## src/rtl/wb_write_arbiter.sv

```systemverilog
// wb_write_arbiter: merges pipeline writeback and buffered long-latency results onto one register-file write port
module wb_write_arbiter #(
  parameter int DEPTH = 2,
  parameter int STARVE_MAX = 4
) (
  input  logic        clk,
  input  logic        rst,
  input  logic        wb_pipe_we,
  input  logic [4:0]  wb_pipe_rd,
  input  logic [31:0] wb_pipe_data,
  input  logic        lq_valid,
  output logic        lq_ready,
  input  logic [4:0]  lq_rd,
  input  logic [31:0] lq_data,
  output logic        rf_we,
  output logic [4:0]  rf_rd,
  output logic [31:0] rf_wd,
  output logic [31:0] pend_mask,
  output logic        stall_req
);
  localparam int AW = $clog2(DEPTH);
  localparam int CW = $clog2(STARVE_MAX + 1);
  localparam logic [AW:0] FULL = DEPTH[AW:0];
  localparam logic [CW-1:0] SMAX = STARVE_MAX[CW-1:0];
  logic [4:0]       rd_q [DEPTH];
  logic [31:0]      data_q [DEPTH];
  logic [DEPTH-1:0] live_q;
  logic [AW-1:0]    head, tail;
  logic [AW:0]      count;
  logic [CW-1:0]    wcnt;
  logic             pipe_w, empty, pop, push, head_live;
  assign pipe_w    = wb_pipe_we && |wb_pipe_rd;
  assign empty     = count == '0;
  assign pop       = !pipe_w && !empty;
  assign head_live = live_q[head];
  assign lq_ready  = !rst && count < FULL;
  assign push      = lq_valid && lq_ready && |lq_rd;
  assign stall_req = !rst && wcnt == SMAX;
  always_comb begin
    pend_mask = '0;
    for (int i = 0; i < DEPTH; i++)
      if (live_q[i]) pend_mask[rd_q[i]] = 1'b1;
    pend_mask[0] = 1'b0;
    if (rst) pend_mask = '0;
  end
  always_ff @(posedge clk) begin
    if (rst) begin
      head   <= '0;
      tail   <= '0;
      count  <= '0;
      wcnt   <= '0;
      live_q <= '0;
      rf_we  <= 1'b0;
      rf_rd  <= '0;
      rf_wd  <= '0;
    end else begin
      rf_we <= pipe_w || (pop && head_live);
      if (pipe_w) begin
        rf_rd <= wb_pipe_rd;
        rf_wd <= wb_pipe_data;
      end else if (pop && head_live) begin
        rf_rd <= rd_q[head];
        rf_wd <= data_q[head];
      end
      // a newer pipeline write makes any buffered result for the same rd stale
      for (int i = 0; i < DEPTH; i++)
        if (pipe_w && rd_q[i] == wb_pipe_rd) live_q[i] <= 1'b0;
      if (pop) begin
        live_q[head] <= 1'b0;
        head         <= head + 1'b1;
      end
      if (push) begin
        rd_q[tail]   <= lq_rd;
        data_q[tail] <= lq_data;
        live_q[tail] <= !(pipe_w && lq_rd == wb_pipe_rd);
        tail         <= tail + 1'b1;
      end
      if (push && !pop) count <= count + 1'b1;
      else if (pop && !push) count <= count - 1'b1;
      wcnt <= (empty || pop) ? '0 : (wcnt == SMAX ? wcnt : wcnt + 1'b1);
    end
  end
endmodule

```

## config.mk

```make
export PLATFORM = sky130hd
export DESIGN_NAME = wb_write_arbiter
export DESIGN_NICKNAME = d
export VERILOG_FILES = /design/src/rtl/wb_write_arbiter.sv
export SDC_FILE = /design/constraint.sdc
export NUM_CORES = 1
export LEC_CHECK = 0
export CAP_MARGIN = 20
export CELL_PAD_IN_SITES_DETAIL_PLACEMENT = 2
export CELL_PAD_IN_SITES_GLOBAL_PLACEMENT = 2
export CORE_ASPECT_RATIO = 1.4
export CORE_MARGIN = 5
export CORE_UTILIZATION = 34
export CTS_BUF_LIST = sky130_fd_sc_hd__clkbuf_8
export DETAILED_ROUTE_END_ITERATION = 10
export PLACE_DENSITY_LB_ADDON = 0.1
export SYNTH_ARGS = -nofsm -noshare
export SYNTH_HDL_FRONTEND = slang
export SYNTH_SLANG_ARGS = --single-unit
```

## constraint.sdc

```tcl
create_clock -name clk -period 4.83 [get_ports clk]
set_input_delay 0.966 -clock clk [delete_from_list [all_inputs] [get_ports clk]]
set_output_delay 0.966 -clock clk [all_outputs]
set_load 0.05 [all_outputs]
```

==> qor.csv <==
stage;metric;value;unit
clocking;Resized Gates After CTS;0;
timing;slew at the pin with the worst max-slew slack;1.04;ns
timing;pins over their slew limit;0;
clocking;CTS tree;done;
clocking;Clock transition at path regs;0.08;ns
clocking;clock buffer count from CTS;17;
die;Die W;118;um
finish;layout overhead on the synthesized area;37.8;%
die;core outline area;0.0161;mm2
min_path;Hold Path Stages;2;
detailed_routing;Vias per Instance;5.39;
worst_setup_path;cell depth of the worst setup path;4;
synth;Yosys reg bits;122;
worst_setup_path;arrival time at the worst endpoint;3.03;ns
detailed_routing;total DRC errors in the routed layout;0;
job;MaxCap Viol Count;0;
clocking;Post-CTS Setup Bufs;0;
clocking;latest clock arrival within the worst-skew pair;0.43;ns
die;Vert. Die Dim;161;um
timing;RSZ-0062 raised after global routing;false;
die;Initial Util;0.346;
min_path;HP Start;tail;
die;total number of placement rows;55;
clocking;CTS max path bufs;2;
global_route;global-route wire length before repair;29900;um
global_route;global-route usage over all layers;0.198;
synth;cell type with the highest aggregate area in the netlist;sky130_fd_sc_hd__edfxtp_1;
worst_setup_path;CP max FO;7;
worst_setup_path;startpoint of the lowest-slack register-to-register path;live_q[1];
synth;ys async rst share;0;
finish;count of inserted antenna diode cells;0;
worst_setup_path;Register-to-Register Path Depth;5;
placed_design;cell area after placement;0.00717;mm2
power_and_ir_drop;VDD IR-drop max;0.000197;V
worst_setup_path;required time of the critical path;3.86;ns
timing;final setup TNS;0;ns
clocking;count of clock tree sinks;122;
timing;clock period minus worst slack;3.99;ns
power_and_ir_drop;pwr dens;433;mW/mm2
worst_setup_path;flop-to-flop setup slack;2.33;ns
finish;net count of the finished layout;730;
timing;worst relative slew slack;0.307;
worst_setup_path;sort of element at the end of the critical path;output pin;
placed_design;worst slack after detailed placement;1.33;ns
min_path;path type of the worst min-delay path;reg -> reg;
synth;sequential element share of the synthesized area;0.572;
synth;Post-synth EDFFs;74;
finish;layout cells sized above 1;0.0665;
worst_setup_path;Setup Crit Path Kind;reg -> out;
timing;upper clock frequency limit;251;MHz
worst_setup_path;list of cells traversed by the critical path;nor3b_1, a22oi_1, nor2_1, clkdlybuf4s50_1;
min_path;hold worst-path end;tail;
global_route;overflow left after global routing;0;
synth;post-synthesis average cell area;10.7;um2
timing;final clock skew;0.0154;ns
clocking;H-tree depth;4;
detailed_routing;Antenna Violating Nets Remaining;0;
finish;fill count;1687;
detailed_routing;vias after detailed routing;4644;
detailed_routing;total routed wirelength;19000;um
clocking;hold buffers post-CTS;0;
run_status;outcome;finished clean;
power_and_ir_drop;leakage power;0.00252;uW
detailed_routing;iteration count of the initial detailed-routing pass;4;
timing;total count of hold-check failures in the final report;0;
worst_setup_path;reg2reg end;rf_wd[2];
clocking;root buffer cell;sky130_fd_sc_hd__clkbuf_8;
worst_setup_path;largest incremental delay on the critical path;0.89;ns
worst_setup_path;Crit-path slowest cell;sky130_fd_sc_hd__nor3b_1;
synth;number of instances in the synthesized netlist;520;
timing;worst setup margin;0.838;ns
placed_design;post-detailed-placement half-perimeter wirelength;13200;um
synth;warnings from Yosys;0;
synth;netlist area before placement;0.00557;mm2
placed_design;# port buffers;148;
synth;distinct cell type count after synthesis;35;
detailed_routing;routed wire length per instance;22.1;um
die;# IOs;150;
synth;top cells by area in the synthesized netlist;sky130_fd_sc_hd__edfxtp_1, sky130_fd_sc_hd__dfxtp_1, sky130_fd_sc_hd__mux2i_1, sky130_fd_sc_hd__o211ai_1, sky130_fd_sc_hd__a22oi_1;
worst_setup_path;Worst setup SP type;flip-flop;
timing;Setup-failing EPs final;0;
die;Die ar.;0.0191;mm2
placed_design;RePlAce Congestion;0.817;
timing;Tcrit/Tclk final;0.826;
finish;final standard cell area without fillers;0.00767;mm2
detailed_routing;detailed router's first-iteration violation count;208;
worst_setup_path;cell family with the largest share of critical-path delay;simple AND/OR/NAND/NOR gates;
synth;net count after synthesis;601;
synth;predominant post-synthesis flop cell;sky130_fd_sc_hd__edfxtp_1;
global_route;largest net degree at the start of global routing;45;
worst_setup_path;number of buffers and inverters on the critical path;1;
global_route;number of global-route vias before repair;5372;
synth;area share of the leading cell type in the synthesized netlist;0.399;
global_route;initial antenna violation count;0;
-- synthesized netlist by cell type (2+ instances only) --
cell                        n
sky130_fd_sc_hd__o32ai_1    2
sky130_fd_sc_hd__nand2_1   46
sky130_fd_sc_hd__a22oi_1   31
sky130_fd_sc_hd__dfxtp_1   48
sky130_fd_sc_hd__inv_1      5
sky130_fd_sc_hd__o211ai_1  39
sky130_fd_sc_hd__nor4_1     6
sky130_fd_sc_hd__ha_1       3
sky130_fd_sc_hd__o21ai_0    4
sky130_fd_sc_hd__nor2_1    44
sky130_fd_sc_hd__and3b_1    4
sky130_fd_sc_hd__xnor2_1   10
sky130_fd_sc_hd__nor3b_1    9
sky130_fd_sc_hd__xor2_1     8
sky130_fd_sc_hd__and3_1     5
sky130_fd_sc_hd__edfxtp_1  74
sky130_fd_sc_hd__buf_1      3
sky130_fd_sc_hd__nor3_1     3
sky130_fd_sc_hd__clkbuf_1  35
sky130_fd_sc_hd__mux2i_1   38
sky130_fd_sc_hd__a21oi_1   41
sky130_fd_sc_hd__buf_2      6
sky130_fd_sc_hd__nand3_1   40
sky130_fd_sc_hd__or2_2      2
sky130_fd_sc_hd__or3_1      2
sky130_fd_sc_hd__nand3b_1   3
-- how the worst max path moves through the flow --
stage / start / endpoint / slack, ns
floorplan: rst / pend_mask[18] / 1.64
detailed placement: rd_q[1][1] / pend_mask[16] / 1.33
global placement: rd_q[1][1] / pend_mask[8] / 1.38
CTS: rd_q[1][1] / pend_mask[16] / 0.83
global route: rd_q[1][1] / pend_mask[20] / 0.78
finish: rd_q[1][1] / pend_mask[16] / 0.84
-- cells in the final DEF, fill, tap and decap left out, types with 4 or more instances in the layout --
| master | netlist | final |
|---|---|---|
| sky130_fd_sc_hd__nand3_1 | 40 | 40 |
| sky130_fd_sc_hd__nand2_1 | 46 | 46 |
| sky130_fd_sc_hd__nor3b_1 | 9 | 9 |
| sky130_fd_sc_hd__and3b_1 | 4 | 4 |
| sky130_fd_sc_hd__edfxtp_1 | 74 | 74 |
| sky130_fd_sc_hd__mux2i_1 | 38 | 38 |
| sky130_fd_sc_hd__and3_1 | 5 | 5 |
| sky130_fd_sc_hd__inv_1 | 5 | 5 |
| sky130_fd_sc_hd__nor4_1 | 6 | 6 |
| sky130_fd_sc_hd__clkdlybuf4s50_1 | 0 | 147 |
| sky130_fd_sc_hd__xor2_1 | 8 | 8 |
| sky130_fd_sc_hd__nor2_1 | 44 | 44 |
| sky130_fd_sc_hd__bufinv_16 | 0 | 7 |
| sky130_fd_sc_hd__buf_4 | 1 | 8 |
| sky130_fd_sc_hd__clkbuf_8 | 0 | 18 |
| sky130_fd_sc_hd__dfxtp_1 | 48 | 47 |
| sky130_fd_sc_hd__a22oi_1 | 31 | 31 |
| sky130_fd_sc_hd__xnor2_1 | 10 | 10 |
| sky130_fd_sc_hd__o21ai_0 | 4 | 4 |
| sky130_fd_sc_hd__a21oi_1 | 41 | 41 |
| sky130_fd_sc_hd__o211ai_1 | 39 | 39 |
-- metal layers --
layer	GRT usage	part of all wire	up-vias
li1	-	-	2177
met1	0.207	0.38	2307
met2	0.376	0.56	128
met3	0.0469	0.041	32
met4	0.0788	0.023	0
met5	0	0	-
-- worst reg2reg max path, cell delays in order, from the launching register on --
cell and delay [ns]:
sky130_fd_sc_hd__dfxtp_1 0.45, sky130_fd_sc_hd__mux2_2 0.78, sky130_fd_sc_hd__and2_1 0.40, sky130_fd_sc_hd__buf_4 0.43
sky130_fd_sc_hd__o211ai_1 0.16, sky130_fd_sc_hd__a21oi_1 0.20
-- per-stage QoR --
stage | power (uW) | util | hold slack (ns) | std cells
3_5_place_dp | 2210 | 0.445 | 0.520 | 829
4_1_cts | 3360 | 0.476 | 0.551 | 861
3_3_place_gp | 2180 | 0.445 | 0.482 | 829
6_report | 3320 | 0.476 | 0.538 | 861
2_1_floorplan | 1890 | - | 0.458 | 520
5_1_grt | 3470 | 0.476 | 0.582 | 861
-- registers in the layout, summed over array words and instances, names as in the netlist, named ones only --
signal	flops
live_q	2
rd_q	10
head	1
data_q	64
wcnt	3
rf_wd	32
rf_we	1
rf_rd	5
tail	1
count	2
-- area by class of cell --
cell class              instances  area, um2  share of cell area
clock inverters                14        251              0.0328
repair buffers                156       1540               0.200
well taps                     199        249              0.0325
multi-input cells             347       2180               0.284
flip-flops and latches        122       3180               0.415
inverters                       5       18.8             0.00245
clock buffers                  18        248              0.0323
-- logic make-up (layout without fill, tap and decap cells) --
logic type	count (synthesis)	count (layout)	synth area share
flip-flops	122	122	0.572
buffers and inverters	51	193	0.0378
AO/OA/AOI/OAI	119	119	0.141
other	1	1	0.000674
XOR/XNOR	18	18	0.0283
multiplexers	39	39	0.0704
AND/OR/NAND/NOR	167	167	0.143
adder cells (fa/ha/maj)	3	3	0.00675
-- power breakdown --
part           total, uW  switching (uW)  internal (uW)
logic                881             574            307
clock network       1140             417            728
registers           1290            78.0           1220
total               3320            1070           2250
No activity file was read; power rests on OpenSTA's default activity.
